## config.mk

```make
export PLATFORM = sky130hd
export DESIGN_NAME = bundle_sequencer_flat
export DESIGN_NICKNAME = d
export VERILOG_FILES = /design/src/rtl/bundle_sequencer_if.sv /design/src/rtl/bundle_sequencer.sv /design/src/flat_wrapper.sv
export SDC_FILE = /design/constraint.sdc
export NUM_CORES = 1
export LEC_CHECK = 0
export CAP_MARGIN = 40
export CORE_ASPECT_RATIO = 0.6
export CORE_UTILIZATION = 34
export DETAILED_ROUTE_END_ITERATION = 6
export PLACE_DENSITY = 0.67
export SLEW_MARGIN = 20
export SYNTH_ARGS = -nofsm -noshare
export SYNTH_HDL_FRONTEND = slang
export SYNTH_SLANG_ARGS = --single-unit
```

## constraint.sdc

```tcl
create_clock -name clk -period 1.8 [get_ports clk]
set_clock_uncertainty 0.1 [all_clocks]
set_input_delay 0.36 -clock clk [delete_from_list [all_inputs] [get_ports clk]]
set_output_delay 0.36 -clock clk [all_outputs]
set_load 0.02 [all_outputs]
```

## src/rtl/bundle_sequencer_if.sv

```systemverilog
// ============================================================================
// Module   : bundle_sequencer_if
// Brief    : Control, bundler-job and destination-write signals of the
//            bundling sequencer, grouped for master/slave hookup.
// Revision : 1.0
// ============================================================================
`default_nettype none

interface bundle_sequencer_if #(
    parameter int DIM      = 1000,
    parameter int PAR_BITS = 10
);
    localparam int c_num_chunks = (DIM + PAR_BITS - 1) / PAR_BITS;
    localparam int c_cw         = (c_num_chunks > 1) ? $clog2(c_num_chunks) : 1;

    logic                start;
    logic                abort;
    logic                busy;
    logic                done;
    logic [c_cw-1:0]     chunk_idx;
    logic                bnd_en;
    logic                bnd_done;
    logic [PAR_BITS-1:0] bnd_out_bits;
    logic                wr_en;
    logic [c_cw-1:0]     wr_addr;
    logic [PAR_BITS-1:0] wr_data;
    logic [PAR_BITS-1:0] wr_mask;

    modport master (
        input  start, abort, bnd_done, bnd_out_bits,
        output busy, done, chunk_idx, bnd_en, wr_en, wr_addr, wr_data, wr_mask
    );

    modport slave (
        output start, abort, bnd_done, bnd_out_bits,
        input  busy, done, chunk_idx, bnd_en, wr_en, wr_addr, wr_data, wr_mask
    );
endinterface

`default_nettype wire

```

## src/rtl/bundle_sequencer.sv

```systemverilog
// ============================================================================
// Module   : bundle_sequencer
// Brief    : Walks DIM bits in PAR_BITS chunks, issuing one bundler job per
//            chunk and writing each returned slice to the destination HV.
// Revision : 1.0
// ============================================================================
`default_nettype none

module bundle_sequencer #(
    parameter int DIM      = 1000,
    parameter int PAR_BITS = 10
) (
    input  wire logic          clk,
    input  wire logic          rst,
    bundle_sequencer_if.master bus
);
    localparam int c_num_chunks = (DIM + PAR_BITS - 1) / PAR_BITS;
    localparam int c_cw         = (c_num_chunks > 1) ? $clog2(c_num_chunks) : 1;
    localparam int c_rem        = DIM % PAR_BITS;

    localparam logic [c_cw-1:0]     c_last      = c_cw'(c_num_chunks - 1);
    localparam logic [c_cw-1:0]     c_one       = c_cw'(1);
    localparam logic [PAR_BITS-1:0] c_full_mask = {PAR_BITS{1'b1}};
    localparam logic [PAR_BITS-1:0] c_last_mask =
        (c_rem == 0) ? c_full_mask : (c_full_mask >> (PAR_BITS - c_rem));

    localparam logic [2:0] c_st_idle      = 3'd0;
    localparam logic [2:0] c_st_issue     = 3'd1;
    localparam logic [2:0] c_st_wait_low  = 3'd2;
    localparam logic [2:0] c_st_wait_high = 3'd3;
    localparam logic [2:0] c_st_advance   = 3'd4;

    logic [2:0]          r_state, w_state_next;
    logic                r_busy, w_busy;
    logic                r_done, w_done;
    logic                r_bnd_en, w_bnd_en;
    logic                r_wr_en, w_wr_en;
    logic [c_cw-1:0]     r_chunk, w_chunk;
    logic [c_cw-1:0]     r_wr_addr, w_wr_addr;
    logic [PAR_BITS-1:0] r_wr_data, w_wr_data;
    logic [PAR_BITS-1:0] r_wr_mask, w_wr_mask;

    logic w_abort;
    logic w_accept;

    // A new pass may only begin once the bundler is idle again.
    assign w_abort  = (r_state != c_st_idle) && bus.abort;
    assign w_accept = (r_state == c_st_idle) && bus.start && bus.bnd_done;

    always_ff @(posedge clk) begin
        if (rst) begin
            r_state <= c_st_idle;
        end else begin
            r_state <= w_state_next;
        end
    end

    always_comb begin
        w_state_next = r_state;
        if (w_abort) begin
            w_state_next = c_st_idle;
        end else begin
            case (r_state)
                c_st_idle:      if (w_accept) w_state_next = c_st_issue;
                c_st_issue:     w_state_next = c_st_wait_low;
                c_st_wait_low:  if (!bus.bnd_done) w_state_next = c_st_wait_high;
                c_st_wait_high: if (bus.bnd_done) w_state_next = c_st_advance;
                c_st_advance:   w_state_next = (r_chunk == c_last) ? c_st_idle : c_st_issue;
                default:        w_state_next = c_st_idle;
            endcase
        end
    end

    always_comb begin
        w_busy    = r_busy;
        w_done    = 1'b0;
        w_bnd_en  = 1'b0;
        w_wr_en   = 1'b0;
        w_chunk   = r_chunk;
        w_wr_addr = r_wr_addr;
        w_wr_data = r_wr_data;
        w_wr_mask = r_wr_mask;
        if (w_abort) begin
            w_busy = 1'b0;
        end else begin
            case (r_state)
                c_st_idle: begin
                    if (w_accept) begin
                        w_busy  = 1'b1;
                        w_chunk = '0;
                    end
                end
                c_st_issue: w_bnd_en = 1'b1;
                c_st_wait_high: begin
                    if (bus.bnd_done) begin
                        w_wr_en   = 1'b1;
                        w_wr_addr = r_chunk;
                        w_wr_data = bus.bnd_out_bits;
                        w_wr_mask = (r_chunk == c_last) ? c_last_mask : c_full_mask;
                    end
                end
                c_st_advance: begin
                    if (r_chunk == c_last) begin
                        w_done = 1'b1;
                        w_busy = 1'b0;
                    end else begin
                        w_chunk = r_chunk + c_one;
                    end
                end
                default: w_busy = r_busy;
            endcase
        end
    end

    always_ff @(posedge clk) begin
        if (rst) begin
            r_busy    <= 1'b0;
            r_done    <= 1'b0;
            r_bnd_en  <= 1'b0;
            r_wr_en   <= 1'b0;
            r_chunk   <= '0;
            r_wr_addr <= '0;
            r_wr_data <= '0;
            r_wr_mask <= '0;
        end else begin
            r_busy    <= w_busy;
            r_done    <= w_done;
            r_bnd_en  <= w_bnd_en;
            r_wr_en   <= w_wr_en;
            r_chunk   <= w_chunk;
            r_wr_addr <= w_wr_addr;
            r_wr_data <= w_wr_data;
            r_wr_mask <= w_wr_mask;
        end
    end

    assign bus.busy      = r_busy;
    assign bus.done      = r_done;
    assign bus.bnd_en    = r_bnd_en;
    assign bus.wr_en     = r_wr_en;
    assign bus.chunk_idx = r_chunk;
    assign bus.wr_addr   = r_wr_addr;
    assign bus.wr_data   = r_wr_data;
    assign bus.wr_mask   = r_wr_mask;

endmodule

`default_nettype wire

```

## src/flat_wrapper.sv

```systemverilog
// flat-port wrapper written by rule: the top's interface ports become plain ports
module bundle_sequencer_flat 
#(
    parameter int DIM      = 1000,
    parameter int PAR_BITS = 10
)
  (clk, rst, bus_start, bus_abort, bus_bnd_done, bus_bnd_out_bits, bus_busy, bus_done, bus_chunk_idx, bus_bnd_en, bus_wr_en, bus_wr_addr, bus_wr_data, bus_wr_mask);
  bundle_sequencer_if #(.DIM(DIM), .PAR_BITS(PAR_BITS)) bus_i ();
  input  wire logic clk;
  input  wire logic rst;
  input wire logic [$bits(bus_i.start)-1:0] bus_start;
  input wire logic [$bits(bus_i.abort)-1:0] bus_abort;
  input wire logic [$bits(bus_i.bnd_done)-1:0] bus_bnd_done;
  input wire logic [$bits(bus_i.bnd_out_bits)-1:0] bus_bnd_out_bits;
  output wire logic [$bits(bus_i.busy)-1:0] bus_busy;
  output wire logic [$bits(bus_i.done)-1:0] bus_done;
  output wire logic [$bits(bus_i.chunk_idx)-1:0] bus_chunk_idx;
  output wire logic [$bits(bus_i.bnd_en)-1:0] bus_bnd_en;
  output wire logic [$bits(bus_i.wr_en)-1:0] bus_wr_en;
  output wire logic [$bits(bus_i.wr_addr)-1:0] bus_wr_addr;
  output wire logic [$bits(bus_i.wr_data)-1:0] bus_wr_data;
  output wire logic [$bits(bus_i.wr_mask)-1:0] bus_wr_mask;
  assign bus_i.start = bus_start;
  assign bus_i.abort = bus_abort;
  assign bus_i.bnd_done = bus_bnd_done;
  assign bus_i.bnd_out_bits = bus_bnd_out_bits;
  assign bus_busy = bus_i.busy;
  assign bus_done = bus_i.done;
  assign bus_chunk_idx = bus_i.chunk_idx;
  assign bus_bnd_en = bus_i.bnd_en;
  assign bus_wr_en = bus_i.wr_en;
  assign bus_wr_addr = bus_i.wr_addr;
  assign bus_wr_data = bus_i.wr_data;
  assign bus_wr_mask = bus_i.wr_mask;
  bundle_sequencer #(.DIM(DIM), .PAR_BITS(PAR_BITS)) u_core (.clk(clk), .rst(rst), .bus(bus_i));
endmodule
```

==> run metrics, run 1 <==
run status=finished, violations left; violations in the final reports=design-rule violations; CTS tree=done; Design Power=0.001492 W; largest vdd supply drop=393.6 uV; kind of path behind the tightest hold check=flop to flop; Area contributors post-synth=sky130_fd_sc_hd__dfxtp_1 46%, sky130_fd_sc_hd__nand2_1 11%, sky130_fd_sc_hd__a21oi_1 6.1%; min Tclk post-route=1743 ps; core area=3786 um2; aggregate global routing overflow=0; post-synthesis cell type count=35; final std cell area, no fill=2077 um2; # IOs=53; maximum single-stage delay on the critical path=620 ps; Max Freq=573.8 MHz; number of DRC violations after detailed-routing iteration 0=77; post-synthesis average cell area=8.476 um2; peak fanout along the critical path=3; count of final setup violators=0; nature of the critical path endpoint=output pin; CTS H-tree lvls=2; final WL=3415 um; period utilization=96.83%; Worst-Margin Slew=370.4 ps; Die Y=51.53 um; maximum capacitance violations=0; pwr dens=718.5 nW/um2; Clock Tree Buf Depth=2; clock net sink count=32; Detailed Routing Iterations Pass 1=6; vias in the first global route=1,107; clock transition at the register clock pins on the worst setup and hold paths after CTS=80 ps; post-place instance area=1983 um2; antenna violations before repair=0; Synth top area share=46.08%; post-synthesis register bit count=32; Setup crit start kind=flop; floorplan die area=4357 um2; Pins Over Slew Limit=0; Skew-Pair Late Insertion Delay=290 ps; headroom to the max-slew limit=75.20%; synthesized area=1390 um2; number of hold violations in the final report=0; post-detailed-route DRC marker count=5; gate count after technology mapping=164; HPWL after detailed placement=2466 um; number of nets produced by synthesis=180; antenna diode count=0; first-pass GRT wire length=5437 um; number of enable flip-flop cells after synthesis=0; RSZ-0062 raised after global routing=false; list of cells traversed by the critical path=clkdlybuf4s50_1; critical path arrival=1280 ps; DIE WIDTH=84.55 um; leakage power summed over all cells=0.8606 nW; critical-path cell with the highest stage delay=sky130_fd_sc_hd__clkdlybuf4s50_1; share of cells above drive strength 1=13.84%; Post-layout nets=239; number of setup buffers added after CTS=0; sequential share of the synthesized area=46.08%; number of buffer and inverter stages on the critical path=1; gate family responsible for the most delay along the worst path=buffers and inverters; Setup CP Type=flop to output pin; root buffer cell=sky130_fd_sc_hd__clkbuf_8; pin count of the biggest net entering global routing=18; final weighted congestion of routability-driven global placement=0.8045; vias per cell=4.790; Port Buf Inserts=52; Yosys top cell by area=sky130_fd_sc_hd__dfxtp_1; critical path data required time=1340 ps; Initial Util=36.72%; number of buffers created by CTS=5; antenna-violating nets left=0; Synth warnings=0; dominant register cell in the synthesized netlist=sky130_fd_sc_hd__dfxtp_1; FP Rows=17; vias post-DR=1,298; synthesis-to-finish area growth=49.41%; average wire per standard cell=12.60 um; share of flip-flops with an asynchronous set or reset after synthesis=0%; global-route total usage across every layer=16.54%
[synth_stat cells, types with 3 or more instances]
cell type	instances
sky130_fd_sc_hd__dfxtp_1	32
sky130_fd_sc_hd__buf_4	9
sky130_fd_sc_hd__inv_1	6
sky130_fd_sc_hd__buf_2	4
sky130_fd_sc_hd__nand2b_1	3
sky130_fd_sc_hd__a21oi_1	17
sky130_fd_sc_hd__nand2_1	40
sky130_fd_sc_hd__nor2_1	11
sky130_fd_sc_hd__or3_1	3
sky130_fd_sc_hd__a31oi_1	8
sky130_fd_sc_hd__o22ai_1	3
[path summary, 6_finish.rpt]
kind | endpoint | start | depth (start not counted) | slack [ps]
min reg2reg | u_core.bus.wr_data[1] | u_core.bus.wr_data[1] | 2 | 350
max reg2reg | u_core.bus.busy | u_core.bus.chunk_idx[2] | 4 | 140
min | u_core.bus.wr_data[1] | u_core.bus.wr_data[1] | 2 | 350
max | bus_busy | u_core.bus.busy | 1 | 60
[metal layers]
layer | global-route usage (%) | share of wire [%]
met3 | 5.873 | 9.0
met4 | 6.780 | 0.61
met1 | 24.68 | 53
met5 | 0 | 0
met2 | 20.87 | 37
[logic make-up after synthesis]
kind of cell	count (synthesis)	synth area share [%]
AND/OR/NAND/NOR	70	24.48
multiplexers	2	1.440
AO/OA/AOI/OAI	37	17.82
flip-flops	32	46.08
adder cells (fa/ha/maj)	1	0.8999
buffers and inverters	22	9.271
[sequential cells by signal (all words and copies together) (netlist names)]
signal,cells
u_core.bus.chunk_idx,7
u_core.bus.wr_mask,1
u_core.bus.busy,1
u_core.r_state,3
u_core.bus.bnd_en,1
u_core.bus.wr_addr,7
u_core.bus.done,1
u_core.bus.wr_data,10
u_core.bus.wr_en,1
[where the power goes]
part	switching, W	leakage (nW)	internal [W]
clock	0.000276	0.0541	0.000409
combinational	0.0000391	0.548	0.0000510
sequential	0.00000538	0.258	0.000712
[timing repair]
| action | 4_1_cts | 5_1_grt |
|---|---|---|
| hold endpoints to repair | 0 | 0 |
| endpoints found under the setup margin | 16 | 1 |
| gates resized for setup | 16 | 1 |
| hold buffers | 0 | 0 |
[layout make-up]
type,count,area (um2)
clock buffers,5,68.82
well taps,47,58.81
fillers,344,1709
flip-flops and latches,32,640.6
repair buffers,68,623.1
clock inverters,3,42.54
inverters,6,22.52
multi-input cells,110,620.6
[cells in the final DEF (no fill, tap or decap), types with 2 or more instances in the layout]
cell type                         count
sky130_fd_sc_hd__dlygate4sd2_1       16
sky130_fd_sc_hd__nand2b_1             3
sky130_fd_sc_hd__dfxtp_1             32
sky130_fd_sc_hd__nor3b_1              2
sky130_fd_sc_hd__buf_4               16
sky130_fd_sc_hd__a31oi_1              8
sky130_fd_sc_hd__inv_1                6
sky130_fd_sc_hd__and3_1               2
sky130_fd_sc_hd__a21oi_1             17
sky130_fd_sc_hd__nor2_1              11
sky130_fd_sc_hd__clkdlybuf4s50_1     35
sky130_fd_sc_hd__mux2i_1              2
sky130_fd_sc_hd__o22ai_1              3
sky130_fd_sc_hd__nand2_1             40
sky130_fd_sc_hd__clkbuf_8             5
sky130_fd_sc_hd__or3_1                3
[metrics by stage]
stage	setup TNS, ps	utilization [%]	worst slack, ps	hold WS, ps	cells
after floorplan	0	-	42.81	396.0	164
after global placement	-30.85	52.38	-27.90	341.7	263
after detailed placement	-371.1	52.38	-30.60	344.8	263
after CTS	0	54.79	11.84	355.2	271
after global routing	0	54.86	18.52	380.3	271
final	0	54.86	57.08	350.2	271
Power figures use the tool's default switching activity.
==> inputs of run 2 (changes only) <==
ABC_AREA = 1   (was not set)
CAP_MARGIN = not set   (was 40)
GPL_TIMING_DRIVEN = 0   (was not set)
PLACE_DENSITY = 0.65   (was 0.67)
==> run 2 against run 1 <==
  * The run now ends clean
  * Total power grew 16%
  * Utilization is 2.1 points lower
  * Synthesized cell count up 29%
  * Global-route usage fell by 0.68 points
  * Clock power shrank 15%
  * Count of clock-buffer cells in the layout grew 2
  * Wire length increased by 5.1%
==> run metrics, run 2 <==
Area contributors post-synth=sky130_fd_sc_hd__dfxtp_1 41%, sky130_fd_sc_hd__nand2_1 12%, sky130_fd_sc_hd__nand3_1 9.6%; post-detailed-route DRC marker count=0; run status=complete, no violations; Worst-Margin Slew=563.2 ps; Design Power=0.001725 W; list of cells traversed by the critical path=clkdlybuf4s50_1; most frequent cells after synthesis=49 x sky130_fd_sc_hd__nand2_1, 32 x sky130_fd_sc_hd__dfxtp_1, 30 x sky130_fd_sc_hd__nand3_1, 25 x sky130_fd_sc_hd__nor2_1, 22 x sky130_fd_sc_hd__a21oi_1; Setup CP Type=flop to output pin; kind of path behind the tightest hold check=flop to flop; number of nets produced by synthesis=228; peak fanout along the critical path=4; Skew-Pair Late Insertion Delay=270 ps; # IOs=53; vias per cell=4.486; number of hold violations in the final report=0; CTS H-tree lvls=2; post-place instance area=2161 um2; min Tclk post-route=1722 ps; most common library cell in the layout ignoring fill and taps=sky130_fd_sc_hd__nand2_1; post-synthesis average cell area=7.383 um2; final weighted congestion of routability-driven global placement=0.8435; pwr dens=768.4 nW/um2; antenna-violating nets left=0; final core utilization=52.73%; post-synthesis cell type count=24; largest vdd supply drop=368.8 uV; Port Buf Inserts=52; Synth top area share=40.93%; CTS Hold Bufs=0; aggregate global routing overflow=0; Synth warnings=0; antenna diode count=0; core area=4257 um2; RSZ-0062 raised after global routing=false; average wire per standard cell=10.85 um; dominant register cell in the synthesized netlist=sky130_fd_sc_hd__dfxtp_1; Initial Util=36.77%; DIE WIDTH=89.60 um; cell count of the worst hold path=2; root buffer cell=sky130_fd_sc_hd__clkbuf_8; Max Freq=580.7 MHz; register-to-register setup slack=200 ps; reg-to-reg critical path startpoint=u_core.bus.chunk_idx[0]; nature of the critical path endpoint=output pin; Detailed Routing Iterations Pass 1=4; post-synthesis register bit count=32; period utilization=95.66%; clock net sink count=32; FP Rows=18; maximum single-stage delay on the critical path=620 ps; sequential share of the synthesized area=40.93%; Clock Tree Buf Depth=2; number of buffer and inverter stages on the critical path=1; Post-layout nets=287; clock transition at the register clock pins on the worst setup and hold paths after CTS=60 ps; Pins Over Slew Limit=0; filler cell count=429; Worst R2R Path Depth=10; synthesized area=1565 um2; number of setup buffers added after CTS=0; share of flip-flops with an asynchronous set or reset after synthesis=0%; final cell count without fillers=331; number of DRC violations after detailed-routing iteration 0=54; number of buffers created by CTS=5; flip-flop count of the largest register, all copies and words added=10; leakage power summed over all cells=0.9291 nW; commonest cells after routing, fill and taps aside=49 x sky130_fd_sc_hd__nand2_1, 38 x sky130_fd_sc_hd__clkdlybuf4s50_1, 30 x sky130_fd_sc_hd__nand3_1; critical-path cell with the highest stage delay=sky130_fd_sc_hd__clkdlybuf4s50_1; Yosys top cell by area=sky130_fd_sc_hd__dfxtp_1; top-count cell post-synth=sky130_fd_sc_hd__nand2_1; count of final setup violators=0; antenna violations before repair=0; hold_sp=u_core.bus.wr_data[7]; final WL=3590 um; Setup crit start kind=flop; final std cell area, no fill=2245 um2; critical path data required time=1340 ps; gate count after technology mapping=212; CTS tree=done; final sum of negative setup slack=0 ps; gate family responsible for the most delay along the worst path=buffers and inverters; number of enable flip-flop cells after synthesis=0; headroom to the max-slew limit=62.46%; endpoint of the worst hold path=u_core.bus.wr_data[7]; Die Y=54.56 um; global-route total usage across every layer=15.86%; vias post-DR=1,485; floorplan die area=4888 um2; share of cells above drive strength 1=16.24%; first-pass GRT wire length=5823 um; synthesis-to-finish area growth=43.41%; cell count after placement=324; maximum capacitance violations=0; pin count of the biggest net entering global routing=12; Reg2Reg Capture Point=u_core.bus.chunk_idx[0]; critical path arrival=1260 ps; vias in the first global route=1,204; HPWL after detailed placement=2637 um
## run 2: cell count changes after synthesis, moves of 3 or more
| cell | before | now |
|---|---|---|
| sky130_fd_sc_hd__buf_6 | 1 | 5 |
| sky130_fd_sc_hd__a31oi_1 | 8 | 0 |
| sky130_fd_sc_hd__nand2_4 | 0 | 5 |
| sky130_fd_sc_hd__nand2b_1 | 3 | 0 |
| sky130_fd_sc_hd__or3_1 | 3 | 0 |
| sky130_fd_sc_hd__nand3_1 | 1 | 30 |
| sky130_fd_sc_hd__a21oi_1 | 17 | 22 |
| sky130_fd_sc_hd__nand2_1 | 40 | 49 |
| sky130_fd_sc_hd__o22ai_1 | 3 | 0 |
| sky130_fd_sc_hd__nor2_1 | 11 | 25 |
| sky130_fd_sc_hd__inv_1 | 6 | 11 |
## run 2: power by group
group	internal, W	switching (W)
Combinational	0.000143	0.000212
Sequential	0.000742	0.0000460
Clock	0.000340	0.000242
Total	0.00123	0.000500
## run 2: worst max path at each step
| stage | startpoint | end | slack (ps) | depth (start not counted) |
|---|---|---|---|---|
| final | u_core.bus.chunk_idx[5] | bus_chunk_idx[5] | 80 | 1 |
| after global routing | u_core.bus.chunk_idx[5] | bus_chunk_idx[5] | 20 | 1 |
| after CTS | u_core.bus.chunk_idx[0] | u_core.bus.chunk_idx[0] | 50 | 10 |
| after detailed placement | bus_bnd_done | u_core.bus.wr_addr[5] | -8 | 7 |
| after global placement | bus_bnd_done | u_core.bus.wr_data[7] | -8 | 6 |
| after floorplan | u_core.bus.chunk_idx[0] | u_core.bus.chunk_idx[0] | 130 | 10 |
## run 2: repair_timing
action,CTS,global route
gates resized for setup,15,3
pin swaps,0,0
setup endpoints to repair,14,7
## run 2: through the flow
stage	worst slack [ps]	hold slack (ps)
floorplan	130.3	329.1
global placement	-8.001	345.1
detailed placement	-8.405	353.3
CTS	48.46	365.3
global route	16.58	377.4
finish	78.05	360.8
## run 2: worst register-to-register path, stage by stage, from the launching register on
cell and delay (ps):
sky130_fd_sc_hd__dfxtp_2 410, sky130_fd_sc_hd__ha_2 260, sky130_fd_sc_hd__nand2_1 70, sky130_fd_sc_hd__inv_1 60
sky130_fd_sc_hd__nand3_1 130, sky130_fd_sc_hd__nand2_4 110, sky130_fd_sc_hd__nand2_4 80, sky130_fd_sc_hd__nand2_4 120
sky130_fd_sc_hd__inv_2 50, sky130_fd_sc_hd__nor2_1 80, sky130_fd_sc_hd__nor2_1 40
## run 2: final cells by class
| type | instances | area [um2] | share of cell area, % |
|---|---|---|---|
| multi-input combinational | 148 | 730.7 | 32.55 |
| sequential | 32 | 644.4 | 28.71 |
| timing repair buffer | 52 | 501.7 | 22.35 |
| buffer | 18 | 141.4 | 6.299 |
| clock buffer | 7 | 96.34 | 4.292 |
| tap | 60 | 75.07 | 3.344 |
| inverter | 14 | 55.05 | 2.453 |
## run 2: metal layers
metal  up-vias  GRT usage, %  wire [um]  share of wire (%)
met2        49         21.46       1345                 37
met5         -             0          0                  0
met3         0         6.486        298                8.3
li1        794             -          -                  -
met1       642         23.38       1947                 54
met4         0         2.381          0                  0
## run 2: cell families after synthesis
| logic type | count (synthesis) | synth area share, % |
|---|---|---|
| AO/OA/AOI/OAI | 27 | 9.113 |
| buffers and inverters | 32 | 12.55 |
| flip-flops | 32 | 40.93 |
| adder cells (fa/ha/maj) | 1 | 0.7992 |
| AND/OR/NAND/NOR | 120 | 36.61 |
